**config.mk**
```make
export PLATFORM = sky130hd
export DESIGN_NAME = seq_detect_param
export DESIGN_NICKNAME = d
export VERILOG_FILES = /design/src/rtl/seq_detect_param.sv
export SDC_FILE = /design/constraint.sdc
export NUM_CORES = 1
export LEC_CHECK = 0
export BUFFER_PORTS_ARGS = -buffer_cell sky130_fd_sc_hd__buf_2
export CAP_MARGIN = 20
export CELL_PAD_IN_SITES_DETAIL_PLACEMENT = 1
export CELL_PAD_IN_SITES_GLOBAL_PLACEMENT = 1
export CORE_UTILIZATION = 43
export CTS_BUF_LIST = sky130_fd_sc_hd__clkbuf_4 sky130_fd_sc_hd__clkbuf_8 sky130_fd_sc_hd__clkbuf_16
export DETAILED_ROUTE_END_ITERATION = 12
export GPL_ROUTABILITY_DRIVEN = 0
export PLACE_DENSITY = 0.83
export SYNTH_ARGS = -nofsm -noshare
export SYNTH_HDL_FRONTEND = slang
export SYNTH_SLANG_ARGS = --single-unit
```
**constraint.sdc**
```tcl
create_clock -name clk -period 3.26 [get_ports clk]
set_clock_uncertainty 0.15 [all_clocks]
set_input_delay 0.489 -clock clk [delete_from_list [all_inputs] [get_ports clk]]
set_output_delay 0.489 -clock clk [all_outputs]
set_load 0.02 [all_outputs]
```
**src/rtl/seq_detect_param.sv**
```systemverilog
// seq_detect_param: run-time loadable N-bit serial pattern detector with Mealy/registered match and saturating count
module seq_detect_param #(
  parameter int N = 3,
  parameter logic [N-1:0] RESET_PAT = 3'b101,
  parameter int CNT_W = 8
) (
  input  logic             clk,
  input  logic             aresetn,
  input  logic             x,
  input  logic             x_valid,
  input  logic             overlap,
  input  logic             load,
  input  logic [N-1:0]     pattern,
  output logic             z,
  output logic             z_q,
  output logic [CNT_W-1:0] match_count
);
  localparam int FW = $clog2(N);
  logic [N-1:0] pat_q;
  logic [N-2:0] hist;
  logic [FW-1:0] fill;
  logic [N-1:0] cat;
  logic full;
  always_comb begin
    cat = {hist, x};
    full = fill == FW'(N - 1);
    z = x_valid & ~load & full & (cat == pat_q);
  end
  // fill gates z so cleared history never fakes a match (e.g. all-zero patterns)
  always_ff @(posedge clk or negedge aresetn) begin
    if (!aresetn) begin
      pat_q <= RESET_PAT;
      hist <= '0;
      fill <= '0;
      z_q <= 1'b0;
      match_count <= '0;
    end else begin
      z_q <= z;
      if (z && match_count != '1) match_count <= match_count + 1'b1;
      if (load) begin
        pat_q <= pattern;
        hist <= '0;
        fill <= '0;
      end else if (x_valid) begin
        hist <= (z && !overlap) ? '0 : cat[N-2:0];
        fill <= (z && !overlap) ? '0 : full ? fill : fill + 1'b1;
      end
    end
  end
endmodule

```
==> results of run 1 <==
## synth_stat cells, types with 2 or more instances
cell type  instances
xor2_1             8
nor2_1             3
a32o_1             2
nor2b_1            2
dfrtp_1           14
dfstp_2            2
a31oi_1            2
nand3_1            3
inv_1              2
mux2_2             3
nor4_2             2
nand2_1            3
buf_6              2
ha_1               2
a21oi_1            3
## flip-flops by register name, indices dropped and copies added (netlist names)
| register | cells |
|---|---|
| pat_q | 3 |
| fill | 2 |
| z_q | 1 |
| match_count | 8 |
| hist | 2 |
## cell usage in the layout (no fill, tap or decap)
cell           synthesis  layout
nor3_1                 1       1
inv_1                  2       2
nor2_1                 3       3
clkbuf_8               0       1
clkbuf_4               0       3
dfrtp_1               14      14
mux2_2                 3       3
o41ai_1                1       1
nor4_1                 1       1
buf_2                  0      18
ha_1                   2       2
nand2_1                3       3
nand3b_4               1       1
mux2_1                 1       1
nand4_1                1       1
nor2_2                 1       1
inv_2                  1       1
o21ba_1                1       1
a31oi_1                2       2
nor2b_1                2       2
nor3b_1                1       1
a21boi_0               1       1
a21oi_1                3       3
nand3_1                3       3
dlygate4sd3_1          0       1
xor2_1                 8       8
a32o_1                 2       2
nor4_2                 2       2
a311oi_1               1       1
or4_4                  1       1
dfstp_2                2       2
nor4b_2                1       1
## stage by stage
step / total power, W / instances / utilization (%) / worst slack (ns) / area (sq um)
finish: 0.0004011 / 113 / 54.84 / 0.6217 / 957.2
global placement: 0.0002685 / 108 / 52.19 / 0.9651 / 910.9
global route: 0.0004185 / 113 / 54.84 / 0.5188 / 957.2
detailed placement: 0.0002719 / 108 / 52.19 / 0.9397 / 910.9
CTS: 0.0004036 / 113 / 54.84 / 0.6173 / 957.2
floorplan: 0.0002525 / 67 / - / 1.089 / 812.0
## routing by layer
metal	share of wire, %	vias to the layer above
li1	-	287
met1	45	283
met2	51	10
met3	3.0	2
met4	0.79	0
met5	0	-
## cells by family after synthesis
family | Yosys count | synth area share [%]
and+or+nand+nor | 21 | 18.80
DFF | 16 | 49.62
AOI/OAI and AO/OA | 11 | 10.17
xor gates and xnor gates | 8 | 8.629
buffers and inverters | 5 | 4.160
muxes | 4 | 5.547
adders and majority gates | 2 | 3.081
## area by class of cell
type,count,area [sq um]
multi-input cells,46,375.4
flip-flops and latches,16,402.9
well taps,25,31.28
fillers,191,788.3
clock buffers,4,36.28
repair buffers,19,100.1
inverters,3,11.26
## worst max-delay path: stages (launching register included)
cell      delay (ns)
dfrtp_1         0.41
inv_1           0.07
ha_1            0.27
nand3b_4        0.09
or4_4           0.59
inv_2           0.12
buf_2           0.17
## power groups by stage
| stage | clock, W | sequential (W) | combinational [W] |
|---|---|---|---|
| after floorplan | 0 | 0.000226 | 0.0000268 |
| after global placement | 0 | 0.000222 | 0.0000460 |
| after detailed placement | 0 | 0.000223 | 0.0000484 |
| after CTS | 0.000134 | 0.000220 | 0.0000498 |
| after global routing | 0.000142 | 0.000221 | 0.0000550 |
| final | 0.000133 | 0.000220 | 0.0000488 |
## worst max-delay path by stage
stage / end / slack, ns / cells past startpoint
6_report: z / 0.62 / 6
5_1_grt: z / 0.52 / 6
4_1_cts: z / 0.62 / 6
3_5_place_dp: z / 0.94 / 6
3_3_place_gp: z / 0.97 / 5
2_1_floorplan: z / 1.09 / 6
==> impl_metrics.py, run 1 <==
metrics = {
    "hold_path": {
        "hold_path_class": "input port to flop",
        "min_from": "pattern[1]",
        "hold-path-endpoint": "pat_q[1]",
        "hold_depth": 2,
    },
    "layout": {
        "antenna_cells": 0,
        "syn2layout_area_growth_pct": 17.87,
        "final_nets": 100,
        "drive_gt1_share_pct": 38.64,
    },
    "synth": {
        "yosys_warnings": 0,
        "ys.flop_type": "dfrtp_1",
        "async_flop_share_pct": 100.0,
        "avgSynthCellArea_sq_um": 12.12,
        "synthTopCellsByArea": "dfrtp_1 43%, xor2_1 8.6%, dfstp_2 6.5%",
        "syn_area_sq_um": 812.0,
        "synth_cell_type_count": 29,
        "synth_top_area_share_pct": 43.14,
        "netlist_instances": 67,
        "ys_seq_area_share_pct": 49.61,
        "syn_nets": 78,
        "yosys.area.top_type": "dfrtp_1",
        "synth_edf_count": 0,
        "ys_seq_elements": 16,
    },
    "floorplan": {
        "core_area_sq_mm": 0.001745,
        "die_height_um": 45.46,
        "die_w_um": 45.46,
        "die_area_sq_mm": 0.002066,
        "io_pins": 19,
        "rows": 15,
        "start_util_pct": 46.52,
    },
    "setup_path": {
        "crit_path_max_fanout": 6,
        "critical_path_class": "flop to output pin",
        "rr_startpoint": "fill[0]",
        "rr_endpoint": "match_count[1]",
        "required_ns": 2.62,
        "endpoint_kind": "output pin",
        "regToRegSetupSlack_ns": 1.00,
        "arrival_ns": 2.00,
        "crit_path_start": "fill[0]",
        "r2r_cells": 6,
        "startpoint_type": "flop",
    },
    "cts": {
        "cts_tree": "yes",
        "root_buffer": "clkbuf_4",
        "cts.sinks": 16,
        "clkTransAtPathRegs_ns": 0.11,
        "cts_buffers": 3,
        "cts_resized": 0,
        "cts_hold_buf": 1,
        "cts_setup_buffers": 0,
        "h-tree-depth": 1,
        "clockBufferDepth": 2,
        "clk_latency_ns": 0.28,
    },
    "global_routing": {
        "antenna_found_initial": 0,
        "overflow": 0,
        "use_met1_pct": 24.17,
        "first_global_vias": 613,
        "grt_max_degree": 17,
        "grt_pass1_wl_mm": 2.753,
        "use_met2_pct": 30.86,
        "use_met3_pct": 4.365,
        "grt_usage_pct": 18.49,
        "busiest_layer": "met2",
    },
    "place": {
        "port_buffers": 18,
        "dpl.hpwl_mm": 1.277,
    },
    "sta": {
        "setup_viol": 0,
        "period_minus_slack_ns": 2.638,
        "fin_worst_hold_slack_ns": 0.2765,
        "relSlewSlack_pct": 68.22,
        "final_max_slew_viol_count": 0,
        "max_slew.worst_pin.slew_ns": 0.4705,
        "rsz0062_at_grt": "no",
        "fin_crit_sh_pct": 80.93,
        "hold_viol_final": 0,
        "finalSetupTns_ns": 0,
        "max_freq_mhz": 379.0,
    },
    "power_and_ir_drop": {
        "p_clk_share_pct": 33.1,
        "powerDensity_mw_per_mm2": 419.0,
        "intPower_w": 0.0002999,
        "combinationalPowerShare_pct": 12.2,
        "leakage_nw": 0.4963,
        "sw_frac_of_total_pct": 25.23,
        "vdd_drop_max_v": 0.0002403,
        "p_switching_w": 0.0001012,
        "power_frac_seq_pct": 54.8,
    },
    "detailed_routing": {
        "wl_per_cell_um": 14.49,
        "final_antenna_net_count": 0,
        "drt_wl_total_mm": 1.637,
        "route.detailed.drc": 0,
        "drt_pass1_iterations": 2,
        "drt-initial-drc-count": 3,
        "viasPerCell": 5.150,
        "vias": 582,
    },
    "job": {
        "drv_cap": 0,
    },
    "status": {
        "status": "complete, no violations",
    },
}
Power figures use the tool's default switching activity.
==> run 2, diff against run 1 <==
ABC_AREA = 1   (was not set)
CORE_UTILIZATION = 38   (was 43)
PLACE_DENSITY = 0.79   (was 0.83)
clock period = 2.7 ns   (was 3.26 ns; I/O delays follow)
==> run 2 against run 1 <==
  * Register-to-register slack worse by 0.08 ns
  * Final cell count is 41% higher
  * Critical path type unchanged
  * Via count is 28% higher
  * Count of clock-buffer cells in the layout stayed put
  * Die area is 21% higher
  * Non-clock buffer count stayed put
  * Largest power group unchanged
  * Worst setup slack better by 0.046 ns
  * Combinational power is 130% higher
  * Clock power is 9.8% higher
==> impl_metrics.py, run 2 <==
metrics = {
    "detailed_routing": {
        "viasPerCell": 4.698,
        "drt_wl_total_mm": 2.002,
        "vias": 747,
        "drt_pass1_iterations": 4,
        "final_antenna_net_count": 0,
        "route.detailed.drc": 0,
        "wl_per_cell_um": 12.59,
        "drt-initial-drc-count": 10,
    },
    "sta": {
        "fin_crit_sh_pct": 75.29,
        "period_minus_slack_ns": 2.033,
        "rsz0062_at_grt": "no",
        "setup_viol": 0,
        "relSlewSlack_pct": 74.81,
        "finalSetupTns_ns": 0,
        "max_freq_mhz": 492.0,
        "setup_slack_ns": 0.6673,
        "max_slew.worst_pin.slew_ns": 0.3778,
        "final_max_slew_viol_count": 0,
        "hold_viol_final": 0,
    },
    "layout": {
        "reg.largest.list": "match_count x8, pat_q x3",
        "instances_no_fill": 159,
        "largest_reg_flops": 8,
        "regMostFlops": "match_count",
        "most-common-layout-cells": "45 x nand2_1, 18 x buf_2, 14 x dfrtp_1, 13 x inv_1, 7 x nor2_1",
        "drive_gt1_share_pct": 24.43,
        "layout_commonest_cell": "nand2_1",
        "utilization_pct": 46.49,
        "antenna_cells": 0,
        "syn2layout_area_growth_pct": 16.29,
        "final_nets": 143,
    },
    "cts": {
        "clkTransAtPathRegs_ns": 0.09,
        "cts_tree": "yes",
        "cts_buffers": 3,
        "cts_resized": 0,
        "clk_latency_ns": 0.29,
        "clockBufferDepth": 2,
        "cts.sinks": 16,
        "root_buffer": "clkbuf_4",
        "h-tree-depth": 1,
    },
    "floorplan": {
        "start_util_pct": 39.98,
        "die_w_um": 50.01,
        "die_area_sq_mm": 0.002501,
        "rows": 17,
        "die_height_um": 50.01,
        "core_area_sq_mm": 0.002191,
        "io_pins": 19,
    },
    "setup_path": {
        "worstPathCellList": "inv_1 > ha_1 > nand3_2 > nor2_2 > and2_4 > buf_2",
        "cp_top_family": "flip-flops",
        "critical_path_class": "flop to output pin",
        "cp_slowest_cell": "dfrtp_1",
        "arrival_ns": 1.48,
        "regToRegSetupSlack_ns": 0.92,
        "required_ns": 2.14,
        "crit_path_max_fanout": 3,
        "endpoint_kind": "output pin",
        "max_stage_delay_ns": 0.40,
        "startpoint_type": "flop",
        "path_buf_inv": 2,
    },
    "synth": {
        "yosys.area.top_type": "dfrtp_1",
        "yosys_warnings": 0,
        "synthTopCellsByCount": "45 x nand2_1, 14 x dfrtp_1, 13 x inv_1",
        "yosysMostFrequentCell": "nand2_1",
        "syn_nets": 121,
        "netlist_instances": 110,
        "synth_edf_count": 0,
        "ys_seq_elements": 16,
        "ys_seq_area_share_pct": 46.00,
        "avgSynthCellArea_sq_um": 7.962,
        "synth_cell_type_count": 22,
        "syn_area_sq_um": 875.8,
        "synth_top_area_share_pct": 40.00,
        "async_flop_share_pct": 100.0,
        "synthTopCellsByArea": "dfrtp_1 40%, nand2_1 19%, dfstp_2 6.0%",
        "ys.flop_type": "dfrtp_1",
    },
    "place": {
        "place_ws_ns": 0.9810,
        "port_buffers": 18,
        "post-place-cells": 154,
        "dpl.hpwl_mm": 1.550,
    },
    "power_and_ir_drop": {
        "finalPower_w": 0.0005438,
        "leakage_nw": 0.5726,
        "vdd_drop_max_v": 0.0003548,
        "powerDensity_mw_per_mm2": 533.9,
    },
    "global_routing": {
        "grt_usage_pct": 18.90,
        "grt_max_degree": 17,
        "first_global_vias": 820,
        "overflow": 0,
        "antenna_found_initial": 0,
        "grt_pass1_wl_mm": 3.505,
    },
    "status": {
        "status": "complete, no violations",
    },
    "job": {
        "drv_cap": 0,
    },
    "hold_path": {
        "hold_path_class": "input port to flop",
    },
}
## run 2: cell types whose count changed in the layout (fill, tap and decap cells not counted), moves of 3 or more
cell / previous run / this run
nand2_1: 3 / 45
inv_1: 2 / 13
xor2_1: 8 / 1
xnor2_1: 0 / 5
nor2_1: 3 / 7
mux2_2: 3 / 0
o21ai_0: 0 / 3
## run 2: power by group
group	total (W)	switching [W]	internal [W]
Sequential	0.000286	0.0000211	0.000265
Clock	0.000146	0.0000790	0.0000675
Combinational	0.000111	0.0000664	0.0000450
## run 2: cell type report
class / instances / area [sq um]
Clock buffer: 4 / 30.03
Fill cell: 279 / 1172
Inverter: 14 / 53.80
Multi-Input combinational cell: 78 / 396.6
Sequential cell: 16 / 402.9
Tap cell: 28 / 35.03
Timing Repair Buffer: 19 / 100.1
## run 2: cell families (layout without fill, tap and decap cells)
group | after synthesis | in the layout | share of synthesized area, %
simple gates | 61 | 61 | 28.86
flops | 16 | 16 | 46.00
buf+inv | 16 | 37 | 8.714
compound gates | 8 | 8 | 5.713
xor+xnor | 7 | 7 | 7.858
fa+ha+maj | 2 | 2 | 2.857
## run 2: final timing paths
| kind | end | depth (start not counted) | startpoint |
|---|---|---|---|
| setup / recovery | z | 6 | fill[0] |
| hold / removal | pat_q[0] | 3 | pattern[0] |
| setup reg to reg | match_count[4] | 8 | match_count[0] |
| hold reg to reg | pat_q[0] | 2 | pat_q[0] |
| max in group asynchronous | pat_q[2] | 2 | aresetn |
| min in group asynchronous | match_count[1] | 2 | aresetn |
## run 2: repair_timing
| item | 4_1_cts | 5_1_grt |
|---|---|---|
| hold buffers | 1 | 0 |
| hold endpoints to repair | 14 | 0 |
| buffers inserted | 0 | 0 |
## run 2: metal layers
layer  up-vias  routed length, um  track usage [%]
met2        17               1090            36.67
li1        381                  -                -
met1       347                816            18.50
met5         -                  0                0
met4         0                 12            5.714
met3         2                 82            5.864
## run 2: per-stage QoR
step	area (sq um)	hold slack [ns]
after floorplan	875.8	-0.04059
after global placement	978.4	0.1903
after detailed placement	978.4	0.1910
after CTS	1018	0.1805
after global routing	1018	0.1909
final	1018	0.1849
## run 2: worst reg2reg max path, stage by stage (launching register included)
cell	delay, ns
dfrtp_1	0.45
ha_1	0.26
nand3_1	0.16
inv_1	0.08
nand2_1	0.06
nand2_2	0.22
inv_1	0.15
nand2_1	0.09
nand2_1	0.05
==> run 3, diff against run 2 <==
ABC_AREA = 0   (was 1)
CORE_UTILIZATION = 36   (was 38)
PLACE_DENSITY = 0.74   (was 0.79)
clock period = 1.7 ns   (was 2.7 ns; I/O delays follow)
==> run 3 against run 2 <==
  * The flow now finishes with violations (setup timing)
  * Sequential power up 47%
  * Largest cell class is now multi-input combinational cells
  * Sequential cell count unchanged
  * Non-clock buffer count is 16 higher
  * Routed wire length up 1.2%
  * Clock power grew 50%
  * Highest routed layer unchanged
  * Hold slack got worse by 0.13 ns
  * Global-route usage up 0.29 points
  * Sequential share of layout area is 5.8 points lower
  * Largest power group unchanged
  * Final cell count down 18%
  * Design area is 17% higher
==> impl_metrics.py, run 3 (synthesis gave the netlist of run 1 again) <==
metrics = {
    "layout": {
        "instances_no_fill": 131,
        "syn2layout_area_growth_pct": 46.84,
        "largest_reg_flops": 8,
        "most-common-layout-cells": "17 x buf_2, 14 x dfrtp_1, 14 x buf_4, 6 x xor2_1, 4 x clkbuf_4",
        "nFillCells": 219,
        "reg.largest.list": "match_count x8, pat_q x3",
        "seq_area_sq_um": 402.9,
        "regMostFlops": "match_count",
        "layout_commonest_cell": "buf_2",
        "final_nets": 116,
        "multiInputGateArea_sq_um": 478.0,
        "drive_gt1_share_pct": 56.73,
        "utilization_pct": 58.39,
        "antenna_cells": 0,
    },
    "sta": {
        "max_freq_mhz": 482.8,
        "fin_worst_hold_slack_ns": 0.05233,
        "hold_viol_final": 0,
        "finalSetupTns_ns": -2.424,
        "max_slew.worst_pin.slew_ns": 0.3564,
        "fin_crit_sh_pct": 121.8,
        "relSlewSlack_pct": 76.24,
        "final_max_slew_viol_count": 0,
        "setup_slack_ns": -0.3714,
        "rsz0062_at_grt": "yes",
        "period_minus_slack_ns": 2.071,
        "setup_viol": 9,
    },
    "floorplan": {
        "start_util_pct": 39.77,
        "core_area_sq_mm": 0.002042,
        "die_area_sq_mm": 0.002450,
        "io_pins": 19,
        "die_height_um": 49.50,
        "die_w_um": 49.50,
        "rows": 16,
    },
    "power_and_ir_drop": {
        "combinationalPowerShare_pct": 21.5,
        "p_clk_share_pct": 26.9,
        "sw_frac_of_total_pct": 26.35,
        "p_switching_w": 0.0002147,
        "intPower_w": 0.0006000,
        "powerDensity_mw_per_mm2": 683.2,
        "leakage_nw": 0.5931,
        "power_frac_seq_pct": 51.5,
        "vdd_drop_max_v": 0.0004479,
    },
    "cts": {
        "h-tree-depth": 1,
        "root_buffer": "clkbuf_4",
        "clk_latency_ns": 0.29,
        "cts.sinks": 16,
        "cts_tree": "yes",
        "clockBufferDepth": 2,
        "cts_buffers": 3,
        "clkTransAtPathRegs_ns": 0.08,
    },
    "detailed_routing": {
        "viasPerCell": 4.924,
        "wl_per_cell_um": 15.47,
        "final_antenna_net_count": 0,
        "drt_pass1_iterations": 2,
        "vias": 645,
        "drt-initial-drc-count": 4,
        "route.detailed.drc": 0,
        "drt_wl_total_mm": 2.027,
    },
    "setup_path": {
        "regToRegSetupSlack_ns": -0.35,
        "startpoint_type": "flop",
        "r2r_cells": 5,
        "rr_startpoint": "pat_q[2]",
        "arrival_ns": 1.67,
        "rr_endpoint": "match_count[1]",
        "crit_path_max_fanout": 2,
        "endpoint_kind": "output pin",
        "critical_path_class": "flop to output pin",
        "required_ns": 1.29,
    },
    "place": {
        "dpl.hpwl_mm": 1.422,
        "post-place-cells": 122,
        "port_buffers": 18,
        "place_ws_ns": -0.2600,
    },
    "hold_path": {
        "min_from": "pattern[0]",
        "hold_depth": 2,
        "hold_path_class": "input port to flop",
        "hold-path-endpoint": "pat_q[0]",
    },
    "status": {
        "violations": "setup timing",
        "status": "finished with violations",
    },
    "global_routing": {
        "first_global_vias": 702,
        "grt_usage_pct": 19.19,
        "grt_max_degree": 17,
        "grt_pass1_wl_mm": 3.470,
        "antenna_found_initial": 0,
        "overflow": 0,
    },
    "job": {
        "drv_cap": 0,
    },
}
-- run 3: timing repair --
action,in CTS,in global routing
gates resized for setup,6,10
pin swaps,2,11
setup endpoints to repair,10,12
hold buffers,1,0
cloned,0,0
setup buffers,3,2
hold endpoints to repair,14,0
-- run 3: power by group through the flow --
stage | registers (W) | clock network (W) | logic [W]
finish | 0.000420 | 0.000219 | 0.000175
global route | 0.000424 | 0.000250 | 0.000191
CTS | 0.000420 | 0.000233 | 0.000149
detailed placement | 0.000427 | 0 | 0.000139
global placement | 0.000425 | 0 | 0.000133
floorplan | 0.000435 | 0 | 0.0000569
-- run 3: per-layer routing --
metal  share of wire, %  GRT usage, %  vias up  wire length, um
met5                  0             0        -                0
met4                1.4         7.143        0               29
met3                3.7         4.630        4               75
met2                 51         33.33       14             1041
met1                 43         22.81      308              880
li1                   -             -      319                -
-- run 3: worst max path at each step --
stage,from,depth (start not counted),to
5_1_grt,pat_q[2],5,match_count[4]
3_5_place_dp,pat_q[2],4,match_count[1]
4_1_cts,fill[0],6,z
3_3_place_gp,pat_q[0],4,match_count[4]
6_report,pat_q[2],4,z
2_1_floorplan,pat_q[2],5,match_count[1]
-- run 3: final cells by class --
cell class / instances / share of cell area (%)
sequential: 16 / 33.79
inverter: 3 / 1.154
tap: 27 / 2.833
clock buffer: 4 / 2.518
timing repair buffer: 35 / 19.62
multi-input combinational: 46 / 40.08
-- run 3: through the flow --
stage	cell area [sq um]	total power, W
after floorplan	840.8	0.0004924
after global placement	1032	0.0005581
after detailed placement	1032	0.0005664
after CTS	1129	0.0008011
after global routing	1192	0.0008643
final	1192	0.0008146
-- run 3: worst max-delay path: stages (launching register included) --
cell and delay (ns):
dfstp_2 0.56, xor2_2 0.07, or4_4 0.57, inv_4 0.08
buf_6 0.11
